File: src/rtl/banco_reg_mips.sv
// banco_reg_mips: 32 x 32-bit MIPS general-purpose register file for the
// multicycle datapath. It has two combinational read ports and one write
// port that updates on the rising clock edge.
//   clk        rising-edge clock
//   reset      asynchronous, active-high; clears all registers, loads $sp
//   RegWrite   write enable, sampled on rising clk
//   ReadReg1   read port 1 index
//   ReadReg2   read port 2 index
//   WriteReg   write index (rt, rd, $29 or $31 from the select mux)
//   WriteData  write data
//   ReadData1  contents of ReadReg1 ($0 always reads 0)
//   ReadData2  contents of ReadReg2 ($0 always reads 0)
module banco_reg_mips #(
    parameter int unsigned DATA_W   = 32,
    parameter int unsigned ADDR_W   = 5,
    parameter int unsigned SP_INDEX = 29,
    parameter int unsigned SP_RESET = 227
) (
    input  logic              clk,
    input  logic              reset,
    input  logic              RegWrite,
    input  logic [ADDR_W-1:0] ReadReg1,
    input  logic [ADDR_W-1:0] ReadReg2,
    input  logic [ADDR_W-1:0] WriteReg,
    input  logic [DATA_W-1:0] WriteData,
    output logic [DATA_W-1:0] ReadData1,
    output logic [DATA_W-1:0] ReadData2
);

    localparam int unsigned DEPTH = 1 << ADDR_W;

    logic [DATA_W-1:0] regs [DEPTH];

    // Storage. Entry 0 is held at zero and never written, so $0 cannot
    // leak a written value even if the read masking were bypassed.
    always_ff @(posedge clk or posedge reset) begin
        if (reset) begin
            for (int i = 0; i < int'(DEPTH); i++) begin
                if (i == int'(SP_INDEX))
                    regs[i] <= DATA_W'(SP_RESET);
                else
                    regs[i] <= '0;
            end
        end else if (RegWrite && (WriteReg != '0)) begin
            regs[WriteReg] <= WriteData;
        end
    end

    // Combinational read ports with no write bypass; the FSM never reads
    // and writes the same register in one cycle.
    always_comb begin
        ReadData1 = '0;
        ReadData2 = '0;
        if (ReadReg1 != '0)
            ReadData1 = regs[ReadReg1];
        if (ReadReg2 != '0)
            ReadData2 = regs[ReadReg2];
    end

endmodule

File: config.mk
export PLATFORM = sky130hd
export DESIGN_NAME = banco_reg_mips
export DESIGN_NICKNAME = d
export VERILOG_FILES = /design/src/rtl/banco_reg_mips.sv
export SDC_FILE = /design/constraint.sdc
export NUM_CORES = 2
export LEC_CHECK = 0
export CORE_MARGIN = 2
export CORE_UTILIZATION = 55
export DETAILED_ROUTE_END_ITERATION = 6
export GPL_ROUTABILITY_DRIVEN = 0
export PLACE_DENSITY_LB_ADDON = 0.3
export SLEW_MARGIN = 30
export SYNTH_ARGS = -nofsm -noshare
export SYNTH_HDL_FRONTEND = slang
export SYNTH_SLANG_ARGS = --single-unit
File: constraint.sdc
create_clock -name clk -period 71.7 [get_ports clk]
set_input_delay 14.34 -clock clk [delete_from_list [all_inputs] [get_ports clk]]
set_output_delay 14.34 -clock clk [all_outputs]
set_load 0.005 [all_outputs]
==> impl_results.md <==
- Post-synth EDFFs: 0
- Critical path type: in2out
- # fillers: 7349
- HP Start: regs[1022]
- Run status: finished, final reports clean
- I/O Buffers: approximately 110
- Hold worst-path end: regs[1022]
- Most Crowded Layer GR: met2
- WL final: 169000 µm
- Worst r2r path cells: 1
- Congestion Overflow GR: 0
- RR Startpoint: regs[296]
- Most common cell after layout, fill and taps aside: mux2_2
- Antenna viol nets, final: 0
- Maximum fanout along the worst path: approximately 120
- IO Pins: 114
- GRT met2 Usage: between 40% and 50%
- First-pass GRT wire length: 250000 µm
- Prevailing post-synth register cell: dfrtp_1
- # clock sinks: 1024
- Routed vias: between 30000 and 40000
- Fin. Hold Viols: 0
- First-pass iteration count of the detailed router: 5
- Die W: 320 µm
- Clock root cell: clkbuf_16
- H-Tree Level Count: 3
- R2r setup slk: between 70 and 80 ns
- Fin. max-slew vios: 0
- Clk pin slew, worst setup/hold paths: ~0.06 ns
- Vias/cell: between 7 and 8
- RSZ-0062 raised after global routing: false
- Pre-CTS setup slack: between 30 and 40 ns
- Mapped Nets: 3664
- TritonCTS clock tree: built
- Layout Utilization: around 61%
- Peak VDD IR: around 0.025 mV
- Post-route setup TNS: 0 ns
- Critical path data required time: roughly 57 ns
- Yosys warnings: 0
- Synth Instances: 3614
- Final nets: ~3500
- Most frequent cells in the layout: mux2_2 (1023), dfrtp_1 (1019), mux4_2 (407)
- Skew final: 0 ns
- Hold crit path type: reg2reg
- Rows: between 100 and 150
- Syn avg cell area: between 15 and 20 µm²
- Setup violations, final: 0
- Sequential fraction of the synthesis area: between 40% and 50%
- Total power: roughly 1700 µW
- Clk_lat worst skew: around 0.67 ns
- #FFs+latches synth: 1024
- # resized after CTS: 0
- Largest net degree at the start of global routing: between 150 and 200
- Fraction of registers with async set/reset: 100%
- Max Freq: approximately 30 MHz
- Hold Path Cell Cnt: 0
- Area delta synth->final: 8.81%
- Smallest setup slack after layout: roughly 38 ns
- Reg with most FFs: regs
- Number of global-route vias before repair: 35900
- Worst Setup Start Kind: input pin
- # Max-Cap Violations: 0
- Die area: just over 0.1 mm²
- Initial DRC Count: about 4500
- Post-route DRC violation count: 0
- Rel. slew slack: between 30% and 40%
- DPL Wire Length: between 90000 and 100000 µm
- Post-CTS Hold Fix Bufs: 0
- Die Ht: approximately 320 µm
- Power density cells: 28.1 mW/mm²
- M1 GR Usage: a little under half
- Drt wl/cell: ~35 µm
- Minimum clock period: 33.50 ns
- Fin crit share: a little under half
- Worst setup EP type: primary output
- GRT met3 Usage: just under 10%
- CTS Buffer Depth: 3
- Synth unique cells: 44
- Post-CTS setup repair buffer count: 0
- Pin slew with the least headroom to its limit: between 1 and 1.5 ns
- Starting Density: 55.7%
- Cts bufs inserted: around 110
- Core area: 0.0987 mm²
- Synthesized cell area: around 0.055 mm²
- Antenna violations before repair: 12
- LEAKAGE: about 0.026 µW
- Top Registers: regs (1024)
- Total track usage: 33.4%
- Max FFs per register: between 1000 and 1500
- FF-to-FF End: regs[296]
- WP data arrival: 19.16 ns
- Layout cells sized above 1: about half
==> critical path, stage by stage <==
cell	delay (ns)
buf_8	0.53
buf_4	0.68
buf_12	0.58
buf_4	0.65
mux2i_1	0.16
a221oi_1	0.34
o21ai_1	0.13
a311oi_1	0.81
clkdlybuf4s50_1	0.65
==> worst max path at each step <==
stage                     cells after the start        start             to  slack [ns]
after floorplan                               1        reset        regs[0]       28.55
after global placement                        9  ReadReg2[2]  ReadData2[26]       38.36
after detailed placement                      9  ReadReg2[2]   ReadData2[8]       38.36
after CTS                                     9  ReadReg2[2]   ReadData2[8]       38.35
after global routing                          9  ReadReg2[2]   ReadData2[9]       38.13
final                                         9  ReadReg2[2]   ReadData2[8]       38.20
==> cell usage after synthesis, types with 5 or more instances <==
cell type	instances	area, µm²
nand2_1	54	203
mux2_2	1023	11500
clkbuf_1	178	668
a221oi_1	45	394
a211oi_1	64	480
buf_12	6	120
buf_8	5	75.1
buf_4	59	443
o21ai_1	90	450
nor2_1	11	41.3
buf_6	26	293
buf_2	147	736
a22oi_1	64	480
dfstp_2	5	131
mux2i_1	128	1280
mux4_2	407	9170
dfrtp_1	1019	25500
mux4_1	41	1080
nor2_2	12	75.1
nor2b_1	66	413
a311oi_1	64	561
mux2_1	33	372
o21ai_0	18	90.1
o2111ai_1	19	166
==> layout make-up <==
cell class | instances | area [µm²] | area share (%)
Clock inverter | 36 | 420 | 0.703
Multi-Input combinational cell | 2165 | 27200 | 45.5
Sequential cell | 1024 | 25600 | 42.9
Clock buffer | 156 | 3160 | 5.29
Timing Repair Buffer | 200 | 1730 | 2.89
Inverter | 3 | 23.8 | 0.0398
Antenna cell | 4 | 10.0 | 0.0167
Tap cell | 1287 | 1610 | 2.69
==> stage by stage <==
stage,hold slack [ns],instances,instance area [µm²]
after floorplan,0.438,3614,55000
after global placement,0.376,4676,56200
after detailed placement,0.382,4677,56200
after CTS,0.395,4869,59800
after global routing,0.406,4874,59800
final,0.393,4875,59800
==> logic make-up after synthesis <==
group,Yosys count,share of synthesized area (%)
flops,1024,46.6
mux,1632,42.6
simple gates,168,1.68
compound gates,365,4.79
buf+inv,425,4.28
==> power breakdown <==
| group | internal, µW | switching (µW) |
|---|---|---|
| sequential | 688 | 81.3 |
| clock | 336 | 236 |
| combinational | 203 | 136 |
==> per-layer routing <==
| metal | share of wire (%) | vias up | wire length [µm] |
|---|---|---|---|
| met2 | 45 | 2128 | 75500 |
| met4 | 4.0 | 8 | 6700 |
| met1 | 40 | 19100 | 67600 |
| li1 | - | 13900 | - |
| met5 | 0.032 | - | 54 |
| met3 | 12 | 427 | 19500 |
No activity file was read; power rests on OpenSTA's default activity.
